## src/rtl/usb_tx_pkg.sv

```systemverilog
// Shared types and constants for the USB transmit packetizing buffer.
package usb_tx_pkg;

    typedef enum logic [1:0] {
        IDLE  = 2'd0,
        START = 2'd1,
        SEND  = 2'd2,
        FLUSH = 2'd3
    } tx_pkt_state_t;

    localparam logic [7:0] PAD_BYTE     = 8'h00;
    localparam int         USB_TX_DEPTH = 8;

endpackage

```

## src/rtl/usb_tx_word_fifo.sv

```systemverilog
// Show-ahead word FIFO: head entry visible combinationally from the read pointer.
// Push while full and pop while empty are ignored; occupancy is exported as a count.
module usb_tx_word_fifo #(
    parameter int WIDTH = 17,
    parameter int DEPTH = 8
) (
    input  logic                       clk,
    input  logic                       rst,
    input  logic                       push_i,
    input  logic [WIDTH-1:0]           push_dat_i,
    input  logic                       pop_i,
    output logic [WIDTH-1:0]           head_dat_o,
    output logic                       empty_o,
    output logic [$clog2(DEPTH):0]     count_o
);

    localparam int AW = $clog2(DEPTH);
    localparam int CW = AW + 1;

    logic [WIDTH-1:0] mem_q [DEPTH];
    logic [AW-1:0]    wr_ptr_q;
    logic [AW-1:0]    rd_ptr_q;
    logic [CW-1:0]    count_q;
    logic             full;
    logic             push_ok;
    logic             pop_ok;

    assign full       = (count_q == CW'(DEPTH));
    assign empty_o    = (count_q == '0);
    assign count_o    = count_q;
    assign head_dat_o = mem_q[rd_ptr_q];
    assign push_ok    = push_i && !full;
    assign pop_ok     = pop_i && !empty_o;

    always_ff @(posedge clk) begin
        if (push_ok) begin
            mem_q[wr_ptr_q] <= push_dat_i;
        end
    end

    // Power-of-two depth lets the pointers wrap by plain overflow.
    always_ff @(posedge clk) begin
        if (rst) begin
            wr_ptr_q <= '0;
            rd_ptr_q <= '0;
            count_q  <= '0;
        end else begin
            if (push_ok) begin
                wr_ptr_q <= wr_ptr_q + 1'b1;
            end
            if (pop_ok) begin
                rd_ptr_q <= rd_ptr_q + 1'b1;
            end
            case ({push_ok, pop_ok})
                2'b10:   count_q <= count_q + 1'b1;
                2'b01:   count_q <= count_q - 1'b1;
                default: count_q <= count_q;
            endcase
        end
    end

endmodule

```

## src/rtl/usb_tx_packer.sv

```systemverilog
// Packs miner result bytes into 16-bit words with end-of-packet flags and
// sequences whole packets into the USB transmitter (start pulse, pops, error flush).
module usb_tx_packer
    import usb_tx_pkg::*;
#(
    parameter int DEPTH = USB_TX_DEPTH
) (
    input  logic        clk,
    input  logic        rst,
    input  logic        wr_en,
    input  logic [7:0]  wr_data,
    input  logic        wr_last,
    output logic        wr_ready,
    output logic        overflow,
    output logic [15:0] tx_data,
    output logic        transmit_empty,
    output logic        transmit_start,
    input  logic        read_enable,
    input  logic        tx_error
);

    localparam int CW = $clog2(DEPTH) + 1;

    tx_pkt_state_t state_q;
    logic [7:0]    lo_byte_q, lo_byte_d;
    logic          lo_valid_q, lo_valid_d;
    logic          overflow_q;
    logic [CW-1:0] pkt_count_q;
    logic [CW-1:0] fifo_count;
    logic          fifo_empty;
    logic [16:0]   head_word;
    logic [16:0]   push_word;
    logic          push;
    logic          pop;
    logic          pop_last;
    logic          accept;

    assign wr_ready       = (fifo_count != CW'(DEPTH));
    assign overflow       = overflow_q;
    assign transmit_empty = fifo_empty;
    assign tx_data        = fifo_empty ? 16'h0000 : head_word[15:0];
    assign accept         = wr_en && wr_ready;

    always_comb begin
        push       = 1'b0;
        push_word  = '0;
        lo_byte_d  = lo_byte_q;
        lo_valid_d = lo_valid_q;
        if (accept) begin
            if (lo_valid_q) begin
                push       = 1'b1;
                push_word  = {wr_last, wr_data, lo_byte_q};
                lo_valid_d = 1'b0;
            end else if (wr_last) begin
                push      = 1'b1;
                push_word = {1'b1, PAD_BYTE, wr_data};
            end else begin
                lo_byte_d  = wr_data;
                lo_valid_d = 1'b1;
            end
        end
    end

    // An error in SEND wins over a same-cycle pop so the flush still finds the packet tail.
    assign pop      = !fifo_empty &&
                      ((state_q == FLUSH) ||
                       ((state_q == SEND) && read_enable && !tx_error));
    assign pop_last = pop && head_word[16];

    usb_tx_word_fifo #(
        .WIDTH (17),
        .DEPTH (DEPTH)
    ) u_fifo (
        .clk        (clk),
        .rst        (rst),
        .push_i     (push),
        .push_dat_i (push_word),
        .pop_i      (pop),
        .head_dat_o (head_word),
        .empty_o    (fifo_empty),
        .count_o    (fifo_count)
    );

    always_ff @(posedge clk) begin
        if (rst) begin
            lo_byte_q   <= '0;
            lo_valid_q  <= 1'b0;
            overflow_q  <= 1'b0;
            pkt_count_q <= '0;
        end else begin
            lo_byte_q  <= lo_byte_d;
            lo_valid_q <= lo_valid_d;
            if (wr_en && !wr_ready) begin
                overflow_q <= 1'b1;
            end
            case ({push && push_word[16], pop_last})
                2'b10:   pkt_count_q <= pkt_count_q + 1'b1;
                2'b01:   pkt_count_q <= pkt_count_q - 1'b1;
                default: pkt_count_q <= pkt_count_q;
            endcase
        end
    end

    always_ff @(posedge clk) begin
        if (rst) begin
            state_q        <= IDLE;
            transmit_start <= 1'b0;
        end else begin
            transmit_start <= 1'b0;
            case (state_q)
                IDLE: begin
                    if (pkt_count_q != '0) begin
                        state_q        <= START;
                        transmit_start <= 1'b1;
                    end
                end
                START: state_q <= SEND;
                SEND: begin
                    if (tx_error) begin
                        state_q <= FLUSH;
                    end else if (pop_last) begin
                        state_q <= IDLE;
                    end
                end
                FLUSH: begin
                    if (pop_last) begin
                        state_q <= IDLE;
                    end
                end
                default: state_q <= IDLE;
            endcase
        end
    end

endmodule

```

## config.mk

```make
export PLATFORM = sky130hd
export DESIGN_NAME = usb_tx_packer
export DESIGN_NICKNAME = d
export VERILOG_FILES = /design/src/rtl/usb_tx_pkg.sv /design/src/rtl/usb_tx_word_fifo.sv /design/src/rtl/usb_tx_packer.sv
export SDC_FILE = /design/constraint.sdc
export NUM_CORES = 1
export LEC_CHECK = 0
export BUFFER_PORTS_ARGS = -buffer_cell sky130_fd_sc_hd__buf_4
export CORE_UTILIZATION = 36
export DETAILED_ROUTE_END_ITERATION = 10
export GPL_TIMING_DRIVEN = 1
export PLACE_DENSITY = 0.62
export SLEW_MARGIN = 0
export SYNTH_ARGS = -nofsm -noshare
export SYNTH_HDL_FRONTEND = slang
export SYNTH_SLANG_ARGS = --single-unit
```

## constraint.sdc

```tcl
create_clock -name clk -period 6.5 [get_ports clk]
set_input_delay 0 -clock clk [delete_from_list [all_inputs] [get_ports clk]]
set_output_delay 0 -clock clk [all_outputs]
set_load 0.02 [all_outputs]
```

**Yosys cells after proc, flatten, opt, wreduce, memory -nomap -nowiden**

Memories as Yosys holds them, arrays and structs flattened. A register that Yosys moved wholly into a read port is not among the register bits.
Cells that the tools add are included.

- Output and inout bits: 20
- Register bits: 27
- Memories: 1
- Bits of input ports: 14
- Memory bits (writable): 136
- Logic and storage cells: 70

Memories:

| name | depth | bits a word | rd ports | clocked after Yosys merged registers in | write ports | line | text |
|---|---|---|---|---|---|---|---|
| u_fifo.mem_q | 8 | 17 | 1 | 1 | 1 | usb_tx_word_fifo.sv:20 | `logic [WIDTH-1:0] mem_q [DEPTH];` |

- Reduce and logical (&&, ||, !) cells: 21
- Add/subtract/negate cells: 6
- Multiplexer cells: 20
- Equal/unequal tests: 10
- Bitwise gates (word level): 3

Operator list:

| operator | number |
|---|---|
| 2-to-1 mux 17 bit | 3 |
| 2-to-1 mux 16 bit | 1 |
| one-hot mux 4 bit (2 select lines) | 2 |
| logical AND 1 bit | 9 |
| adder 4 x 1 -> 4 bit (second input constant) | 2 |
| equality test 2 bit (second input constant) | 4 |
| 2-to-1 mux 1 bit | 8 |
| one-hot mux 2 bit (4 select lines) | 1 |
| subtractor 4 x 1 -> 4 bit (second input constant) | 2 |
| adder 3 x 1 -> 3 bit (second input constant) | 2 |
| equality test 2 x 1 -> 1 bit (second input constant) | 3 |
| 2-to-1 mux 2 bit | 3 |
| 2-to-1 mux 3 bit | 2 |
| equality test 4 bit (second input constant) | 1 |
| zero test 1 bit | 4 |
| zero test 4 bit | 1 |
| inequality test 4 bit (second input constant) | 1 |
| nonzero test 2 bit | 2 |
| nonzero test 4 bit | 1 |
| inverter 1 bit | 3 |
| AND reduction 3 bit | 1 |
| zero test 2 bit | 1 |
| inequality test 2 bit (second input constant) | 1 |
| OR reduction 2 bit | 1 |
| logical OR 1 bit | 1 |

**Logic depth before layout (Yosys ltp)**

Gate-level depths: netlist of the first run.

- Depth in word-level cells: 9
- Depth in mapped cells: 13
- Mapped depth without buffers: 10

**Hierarchy**

From an unflattened synthesis of the first run, not the netlist that was laid out.

- Cells, all modules: 417
- Area total of the unflattened synthesis: 6971.7 µm²

By module, submodules not included:

| module | instances | cells an instance | area an instance (µm²) | seq. area each (µm²) |
|---|---|---|---|---|
| usb_tx_word_fifo | 1 | 269 | 5876.9 | 4344.2 |
| usb_tx_packer | 1 | 148 | 1094.8 | 340.3 |

**Worst setup path before layout of the first run**

Ideal clock, no wire load.

- Path kind: flip-flop to flip-flop
- Start point: register lo_valid_q
- End point: memory u_fifo.mem_q[0][0], enable pin
- Arrival time: 2619 ps
- Path buffers: 1
- Path slack: 3447 ps
- Stages on the path, launching flop included: 5
- Library setup time: 435 ps
- Period minus slack after synthesis: 3053 ps
- Data required time: 6065 ps
- Path through: dfxtp_1 -> clkbuf_1 -> nor2_1 -> nand3b_2 -> nor4_1

- Word-level cells in the longest chain between the ends: 5

RTL lines:

| element | line | text |
|---|---|---|
| from (decl) | usb_tx_packer.sv:26 | `logic lo_valid_q, lo_valid_d;` |
| from (signal assigned) | usb_tx_packer.sv:92 | `lo_valid_q <= lo_valid_d;` |
| 2-to-1 mux 1 bit | usb_tx_packer.sv:50 | `if (lo_valid_q) begin` |
| 2-to-1 mux 1 bit | usb_tx_packer.sv:49 | `if (accept) begin` |
| logical AND 1 bit | usb_tx_word_fifo.sv:32 | `assign push_ok = push_i && !full;` |
| 2-to-1 mux 1 bit | usb_tx_word_fifo.sv:36 | `if (push_ok) begin` |
| 2-to-1 mux 1 bit (not written as such) | usb_tx_word_fifo.sv:37 | `mem_q[wr_ptr_q] <= push_dat_i;` |
| to (decl) | usb_tx_word_fifo.sv:20 |  |

No other way between the ends.

==> impl_metrics.tcl, run 1 <==
set metrics [dict create \
    status "finished clean" \
    drt-initial-drc-count 240 \
    final_max_slew_viol_count 0 \
    area_growth_pct 19.23 \
    num_vias 3687 \
    cap_violations 0 \
    wire_per_inst_um 18.45 \
    ys_warn_count 0 \
    boundaryPins 34 \
    routed_via_density 5.149 \
    cts_setup_buffers 0 \
    grt_antenna_before_repair 0 \
    fillerInstances 1562 \
    grt_max_degree 35 \
    nets 497 \
    core-area_mm2 0.01821 \
    setup_violations 0 \
    synthFlopType "edfxtp_1" \
    netlist_instances 415 \
    whs_path_depth 3 \
    initial_utilization_pct 37.23 \
    grt_pass1_vias 3813 \
    numCtsBuffers 17 \
    crit_path_cell_trace "buf_4 -> mux4_2 -> mux2i_1 -> nor2_1 -> ha_1 -> ha_1 -> a21oi_1 -> a21oi_1 -> or4_1 -> a21oi_1" \
    gp_congestion 0.7635 \
    syn_area_per_cell_um2 16.33 \
    r2r_slack_ns 3.28 \
    gr-usage-all-layers_pct 14.81 \
    clock_latency_ns 0.43 \
    fin_tns_setup_ns 0 \
    critPathSlowestCell "mux4_2" \
    die_w_um 139.2 \
    finalClockSkew_ns 0.006756 \
    synth_largest_area_cell "edfxtp_1" \
    dp_hpwl_um 7658 \
    max_freq_mhz 311.0 \
    placed_cells 664 \
    worst_setup_path_end_kind "flop" \
    r2r_end "pkt_count_q[3]" \
    reg2regPathDepth 10 \
    die_area_mm2 0.01938 \
    cts_max_level 4 \
    synth_edf_count 136 \
    clkSinkCount 166 \
    hold_class "input port to flop" \
    drive_gt1_share_pct 24.85 \
    dr.pass1.iters 6 \
    rsz0062_at_grt "no" \
    postPlaceCellArea_mm2 0.007295 \
    cts_resized 0 \
    critPathArrivalTime_ns 3.58 \
    post-route-drc-count 0 \
    synth_commonest_cells "136 x edfxtp_1, 65 x nor2_1, 34 x mux4_2" \
    yosysSeqAreaShare_pct 69.10 \
    ant_nets 0 \
    whs_ns 0.1546 \
    fin_crit_sh_pct 49.47 \
    cts_tree "done" \
    clk_pin_slew_ns 0.06 \
    slew_headroom_pct 50.19 \
    synth_area_leaders "edfxtp_1 60%, mux4_2 11%, dfxtp_1 8.9%, mux2i_1 4.1%, nor2_1 3.6%" \
    power_density_mw_per_mm2 287.5 \
    grt_overflow_total 0 \
    required_ns 6.86 \
    wirelength_um 13210 \
    final_hold_viol_count 0 \
    hold_buffers 20 \
    n_antenna_cell 0 \
    cts.path.max_buffers 2 \
    die_y_um 139.2 \
    synth-async-reset-ratio_pct 0 \
    fin_cells 716 \
    hp-start "wr_last" \
    synth-seq-cells 166 \
    portBuffers 33 \
    cpMostUsedCell "a21oi_1" \
    syn-num-nets 438 \
    grt_pass1_wl_um 20910 \
    ir_drop_mv 0.1903 \
    hold_end "u_fifo.mem_q[5][16]" \
    cp_slowest_stage_delay_ns 0.56 \
    worstSetupStartpointType "flop" \
    rows 49 \
    design_area_mm2 0.008083 \
    synth_top_cell_area_share_pct 60.24 \
    crit_type "flop to flop" \
    worstPathMaxFanout 34 \
    synth.distinct_cells 40 \
    p_leak_nw 2.889 \
    syn_area_mm2 0.006779 \
    worst_slew_pin_slew_ns 0.7461 \
    root_buffer "clkbuf_16" \
    fin_crit_ns 3.215 \
    synth.most_common_cell "edfxtp_1" \
]
## worst max path at each step
stage               start                 end
4_1_cts              flop      pkt_count_q[3]
3_5_place_dp         flop      pkt_count_q[3]
2_1_floorplan  lo_valid_q  u_fifo.mem_q[0][0]
5_1_grt              flop      pkt_count_q[3]
6_report             flop      pkt_count_q[3]
3_3_place_gp         flop      pkt_count_q[3]
## cell usage in the layout (no fill, tap or decap), drive strengths merged, types with 3 or more instances in the layout
cell and n:
edfxtp 136, nor2 65, buf 44, mux4 34
dfxtp 30, mux2i 28, dlygate4sd3 20, clkbuf 19
a21oi 16, nand2 13, and3 9, xor2 9
inv 9, ha 8, nor3 5, clkinv 5
o21ai 4, nor2b 3, bufinv 3, clkinvlp 3
## power by group
part           leakage (nW)  switching, W  internal, W
logic                  1.06     0.0000836    0.0000605
clock network         0.280      0.000399     0.000602
registers              1.55     0.0000133      0.00117
## registers in the layout, indices dropped and copies added, names as in the netlist, named ones only
| signal | count |
|---|---|
| u_fifo.mem_q | 136 |
| lo_valid_q | 1 |
| pkt_count_q | 4 |
| u_fifo.rd_ptr_q | 3 |
| transmit_start | 1 |
| lo_byte_q | 8 |
| u_fifo.wr_ptr_q | 3 |
| overflow | 1 |
| state_q | 2 |
| u_fifo.count_o | 4 |
## cells by family (layout without fill, tap and decap cells)
family / after synthesis / count (layout) / synth area share, %
AOI/OAI and AO/OA: 26 / 26 / 2.252
xor gates and xnor gates: 9 / 9 / 1.163
adders and majority gates: 9 / 9 / 1.772
buffers and inverters: 31 / 103 / 2.289
DFF: 166 / 166 / 69.10
muxes: 63 / 63 / 15.60
and+or+nand+nor: 111 / 111 / 7.826
## final cells by class
| class | count | area, um2 | share of cell area [%] |
|---|---|---|---|
| clock buffer | 19 | 432.9 | 5.356 |
| clock inverter | 13 | 155.1 | 1.920 |
| inverter | 7 | 26.28 | 0.3251 |
| multi-input combinational | 218 | 1966 | 24.32 |
| sequential | 166 | 4686 | 57.97 |
| tap | 229 | 286.5 | 3.545 |
| timing repair buffer | 64 | 530.5 | 6.563 |
## routing by layer
metal	track usage (%)	wire length, um
met5	0	0
met4	6.784	270
met2	24.54	6615
met3	3.716	576
met1	18.28	5751
## stage by stage
stage / power (W) / worst slack, ns / util, %
finish: 0.002324 / 3.285 / 44.39
global route: 0.002396 / 3.049 / 44.39
CTS: 0.002340 / 3.261 / 44.39
detailed placement: 0.001338 / 3.270 / 40.06
global placement: 0.001335 / 3.358 / 40.06
floorplan: 0.001286 / 3.447 / -
## worst max-delay path, delay by kind of cell, from the launching register on
| family | cells | cell delay (ns) |
|---|---|---|
| compound gates | 3 | 0.43 |
| flops | 1 | 0.31 |
| buf+inv | 1 | 0.43 |
| fa+ha+maj | 2 | 0.59 |
| mux | 2 | 0.82 |
| simple gates | 2 | 0.56 |
No activity file was read; power rests on OpenSTA's default activity.
==> run 2, diff against run 1 <==
==> constraint.sdc (replaced) <==
create_clock -name clk -period 3.2 [get_ports clk]
set_input_delay 0 -clock clk [delete_from_list [all_inputs] [get_ports clk]]
set_output_delay 0 -clock clk [all_outputs]
set_load 0.02 [all_outputs]
==> run 2 against run 1 <==
Against the previous run:
- the flow now finishes with violations (design-rule violations)
- clock skew grew 0.0027 ns
- final area fell by 0.56%
- via count rose by 0.49%
- wire length grew 4.8%
- highest routed layer unchanged
- total power up 95%
- sequential power grew 100%
==> impl_metrics.tcl, run 2 (same netlist as run 1, synthesis figures left out) <==
set metrics [dict create \
    regMostFlops "u_fifo.mem_q" \
    drive_gt1_share_pct 25.61 \
    cts_max_level 4 \
    cts.path.max_buffers 2 \
    hold_buffers 19 \
    final_max_slew_viol_count 0 \
    initial_utilization_pct 37.23 \
    r2r_slack_ns 0.32 \
    setup_slack_ns 0.3225 \
    die_w_um 139.2 \
    worstSetupStartpointType "flop" \
    portBuffers 33 \
    rows 49 \
    largest_reg_flops 136 \
    p_leak_nw 2.870 \
    postPlaceCellArea_mm2 0.007317 \
    r2r_end "pkt_count_q[3]" \
    crit_type "flop to flop" \
    cts_setup_buffers 0 \
    critPathArrivalTime_ns 3.23 \
    grt_pass1_wl_um 21910 \
    grt_antenna_before_repair 0 \
    routed_via_density 5.167 \
    gp_congestion 0.8030 \
    gr-usage-all-layers_pct 15.43 \
    crit_path_cell_trace "mux4_2 -> mux2i_1 -> nor2_1 -> ha_1 -> ha_1 -> a21oi_1 -> a21oi_1 -> or4_1 -> a21oi_1" \
    design_area_mm2 0.008038 \
    cp_slowest_stage_delay_ns 0.53 \
    placed_cells 667 \
    core-area_mm2 0.01821 \
    rsz0062_at_grt "no" \
    wire_per_inst_um 19.30 \
    max_freq_mhz 347.5 \
    die_area_mm2 0.01938 \
    whs_path_depth 3 \
    grt_pass1_vias 3943 \
    clock_latency_ns 0.42 \
    fin_crit_ns 2.877 \
    setup_violations 0 \
    num_vias 3705 \
    hold_class "input port to flop" \
    dr.pass1.iters 10 \
    cts_tree "done" \
    hp-start "wr_last" \
    worstPathMaxFanout 4 \
    die_y_um 139.2 \
    critPathSlowestCell "mux4_2" \
    n_antenna_cell 0 \
    power_density_mw_per_mm2 563.4 \
    post-route-drc-count 1 \
    ir_drop_mv 0.3610 \
    numCtsBuffers 17 \
    area_growth_pct 18.57 \
    nets 499 \
    layout_commonest_cell "edfxtp_1" \
    ant_nets 0 \
    cpMostUsedCell "a21oi_1" \
    worst_setup_path_end_kind "flop" \
    fin_tns_setup_ns 0 \
    dp_hpwl_um 8201 \
    root_buffer "clkbuf_16" \
    reg.largest.list "u_fifo.mem_q (136), lo_byte_q (8)" \
    hold_end "u_fifo.mem_q[1][16]" \
    final_cell_mix "136 x edfxtp_1, 65 x nor2_1, 47 x buf_4" \
    grt_max_degree 33 \
    cap_violations 0 \
    cpLargestDelayFamily "multiplexers" \
    fin_crit_sh_pct 89.92 \
    reg2regPathDepth 9 \
    drt-initial-drc-count 251 \
    required_ns 3.55 \
    critPathBufInv 0 \
    finalClockSkew_ns 0.009454 \
    fin_cells 717 \
    clk_pin_slew_ns 0.07 \
    clkSinkCount 166 \
    cts_resized 0 \
    slew_headroom_pct 54.87 \
    final_hold_viol_count 0 \
    wirelength_um 13840 \
    boundaryPins 34 \
    pre_cts_ws_ns 0.3583 \
    violations "design-rule violations" \
    worst_slew_pin_slew_ns 0.6769 \
    status "finished with violations" \
    grt_overflow_total 0 \
]
==> run 2: routing by layer <==
| metal | vias to the layer above | wire (um) | track usage, % |
|---|---|---|---|
| met5 | - | 0 | 0 |
| met4 | 0 | 243 | 5.965 |
| met3 | 13 | 543 | 3.992 |
| met2 | 71 | 6912 | 25.47 |
| met1 | 1916 | 6142 | 19.48 |
| li1 | 1705 | - | - |
==> run 2: worst register-to-register path, cell delays in order, from the launching register on <==
cell	delay [ns]
dfxtp_1	0.43
mux4_2	0.53
mux2i_1	0.25
nor2_1	0.10
ha_1	0.25
ha_1	0.33
a21oi_1	0.19
a21oi_1	0.10
or4_1	0.48
a21oi_1	0.16
==> run 2: stage by stage <==
| stage | utilization [%] | hold WS, ns | power (W) |
|---|---|---|---|
| after floorplan | - | 0.1439 | 0.002611 |
| after global placement | 40.18 | 0.2624 | 0.002716 |
| after detailed placement | 40.18 | 0.2736 | 0.002723 |
| after CTS | 44.14 | 0.1519 | 0.004567 |
| after global routing | 44.14 | 0.1654 | 0.004682 |
| final | 44.14 | 0.1651 | 0.004528 |
==> run 2: how the worst max path moves through the flow <==
stage | to | slack, ns | cells past startpoint
2_1_floorplan | u_fifo.mem_q[0][0] | 0.15 | 4
3_3_place_gp | pkt_count_q[3] | 0.47 | 9
3_5_place_dp | pkt_count_q[3] | 0.36 | 9
4_1_cts | pkt_count_q[3] | 0.35 | 9
5_1_grt | pkt_count_q[3] | 0.20 | 9
6_report | pkt_count_q[3] | 0.32 | 9
==> run 2: area by class of cell <==
type                            instances  area, um2
Clock buffer                           17      425.4
Clock inverter                         14      105.1
Fill cell                            1575      10170
Inverter                                7      26.28
Multi-Input combinational cell        218       1966
Sequential cell                       166       4686
Tap cell                              229      286.5
Timing Repair Buffer                   66      543.0
==> run 2: where the power goes <==
group / total [W] / switching (W) / internal (W) / leakage [nW]
Sequential: 0.00239 / 0.0000241 / 0.00237 / 1.55
Combinational: 0.000298 / 0.000176 / 0.000122 / 1.07
Clock: 0.00184 / 0.000844 / 0.000994 / 0.250
==> run 3, diff against run 2 <==
--- a/config.mk
+++ b/config.mk
@@ -6,10 +6,13 @@
 export NUM_CORES = 1
 export LEC_CHECK = 0
 export BUFFER_PORTS_ARGS = -buffer_cell sky130_fd_sc_hd__buf_4
+export CELL_PAD_IN_SITES_DETAIL_PLACEMENT = 1
+export CELL_PAD_IN_SITES_GLOBAL_PLACEMENT = 2
 export CORE_UTILIZATION = 36
+export CTS_BUF_LIST = sky130_fd_sc_hd__clkbuf_2
 export DETAILED_ROUTE_END_ITERATION = 10
 export GPL_TIMING_DRIVEN = 1
-export PLACE_DENSITY = 0.62
+export PLACE_DENSITY = 0.75
 export SLEW_MARGIN = 0
 export SYNTH_ARGS = -nofsm -noshare
 export SYNTH_HDL_FRONTEND = slang
==> run 3 against run 2 <==
Against the previous run:
- the flow still finishes with violations (design-rule violations)
- flip-flop and latch count stayed put
- clock skew is 0.013 ns higher
- global-route usage increased by 0.80 points
- first-iteration DRC count down 14%
- clock power shrank 46%
- clock-buffer cell count did not move
- hold slack improved by 0.025 ns
- largest power group unchanged
- register-to-register slack lost 0.04 ns
- highest routed layer unchanged
- combinational power is 6% higher
- wire length is 6.7% higher
==> impl_metrics.tcl, run 3 (same netlist as run 1, synthesis figures left out) <==
set metrics [dict create \
    status "finished with violations" \
    violations "design-rule violations" \
    clk_pin_slew_ns 0.23 \
    n_antenna_cell 0 \
    grt_antenna_before_repair 0 \
    portBuffers 33 \
    cts_max_level 4 \
    cts_resized 0 \
    clkSinkCount 166 \
    dr.pass1.iters 8 \
    grt_overflow_total 0 \
    clock_latency_ns 0.73 \
    worst_slew_pin_slew_ns 1.182 \
    wire_per_inst_um 20.22 \
    boundaryPins 34 \
    drt-initial-drc-count 217 \
    fin_crit_sh_pct 91.30 \
    required_ns 3.85 \
    cts.path.max_buffers 2 \
    dp_hpwl_um 9275 \
    worstPathMaxFanout 4 \
    area_growth_pct 15.52 \
    fillerInstances 1808 \
    die_w_um 139.2 \
    fin_crit_ns 2.922 \
    initial_utilization_pct 37.23 \
    die_area_mm2 0.01938 \
    grt_pass1_vias 4011 \
    critPathArrivalTime_ns 3.58 \
    slew_headroom_pct 20.90 \
    final_max_slew_viol_count 0 \
    final_cell_mix "136 x edfxtp_1, 65 x nor2_1, 48 x buf_4" \
    wirelength_um 14760 \
    routed_via_density 5.159 \
    post-route-drc-count 3 \
    reg.largest.list "u_fifo.mem_q (136), lo_byte_q (8)" \
    gr-usage-all-layers_pct 16.24 \
    crit_type "flop to flop" \
    die_y_um 139.2 \
    cap_violations 0 \
    rsz0062_at_grt "no" \
    final_hold_viol_count 0 \
    regMostFlops "u_fifo.mem_q" \
    gp_congestion 0.7186 \
    fin_tns_setup_ns 0 \
    core-area_mm2 0.01821 \
    power_density_mw_per_mm2 471.6 \
    cts_tree "done" \
    hp-start "rst" \
    root_buffer "clkbuf_2" \
    rows 49 \
    nets 512 \
    p_leak_nw 2.781 \
    setup_violations 0 \
    worst_setup_path_end_kind "flop" \
    drive_gt1_share_pct 24.95 \
    layout_commonest_cell "edfxtp_1" \
    numCtsBuffers 17 \
    max_freq_mhz 342.3 \
    ir_drop_mv 0.2449 \
    grt_max_degree 33 \
    num_vias 3766 \
    post-route-util_pct 43.01 \
    finalClockSkew_ns 0.02247 \
    ant_nets 0 \
    largest_reg_flops 136 \
    worstSetupStartpointType "flop" \
    grt_pass1_wl_um 22960 \
    hold_class "input port to flop" \
]
==> run 3: cell types whose count changed in the layout (fill, tap and decap cells not counted) <==
cell           before  now
clkinv_2            2    4
buf_4              47   48
clkinv_1            2    3
clkbuf_16          17    0
clkinvlp_4          4    2
inv_8               2    0
dlygate4sd3_1      19   31
clkbuf_2            0   17
bufinv_16           0    1
==> run 3: stage by stage <==
step           setup slack, ns  cells  total power [W]  hold WS (ns)  instance area, um2
4_1_cts                 0.2412    730         0.003743       0.09426                7831
6_report                0.2783    730         0.003693        0.1899                7831
2_1_floorplan           0.1467    415         0.002611        0.1439                6779
5_1_grt                0.06232    730         0.003841        0.1391                7831
3_3_place_gp            0.4531    668         0.002717        0.2652                7325
3_5_place_dp            0.3230    668         0.002728        0.2803                7325
==> run 3: worst paths after layout <==
kind / to / slack [ns] / cells past startpoint
min reg2reg: overflow / 0.52 / 2
max: pkt_count_q[3] / 0.28 / 9
min: u_fifo.count_o[0] / 0.19 / 3
max reg2reg: pkt_count_q[3] / 0.28 / 9
==> run 3: power by group <==
part / switching, W / internal [W]
Combinational: 0.000182 / 0.000134
Sequential: 0.0000247 / 0.00237
Clock: 0.000716 / 0.000269
Total: 0.000923 / 0.00277
==> run 3: what timing repair did <==
| item | 4_1_cts | 5_1_grt |
|---|---|---|
| setup endpoints to repair | 0 | 0 |
| hold buffers | 31 | 0 |
| hold endpoints to repair | 181 | 0 |
| setup buffers | 0 | 0 |
==> run 3: routing by layer <==
layer | vias up | track usage (%) | share of wire, %
li1 | 1721 | - | -
met1 | 1959 | 20.43 | 44
met2 | 74 | 28.19 | 51
met3 | 12 | 3.200 | 3.1
met4 | 0 | 5.088 | 1.2
met5 | - | 0 | 0
==> run 3: cell type report <==
type / count / area, um2 / area share [%]
tap: 229 / 286.5 / 3.659
clock inverter: 14 / 111.4 / 1.422
clock buffer: 17 / 85.08 / 1.086
inverter: 7 / 26.28 / 0.3355
multi-input combinational: 218 / 1966 / 25.10
sequential: 166 / 4686 / 59.83
timing repair buffer: 79 / 670.6 / 8.564
==> run 3: worst max-delay path, stage by stage, from the launching register on <==
cell and delay [ns]:
dfxtp_1 0.48, mux4_2 0.53, mux2i_1 0.25, nor2_1 0.10
ha_1 0.25, ha_1 0.33, a21oi_1 0.17, a21oi_1 0.11
or4_1 0.48, a21oi_1 0.15
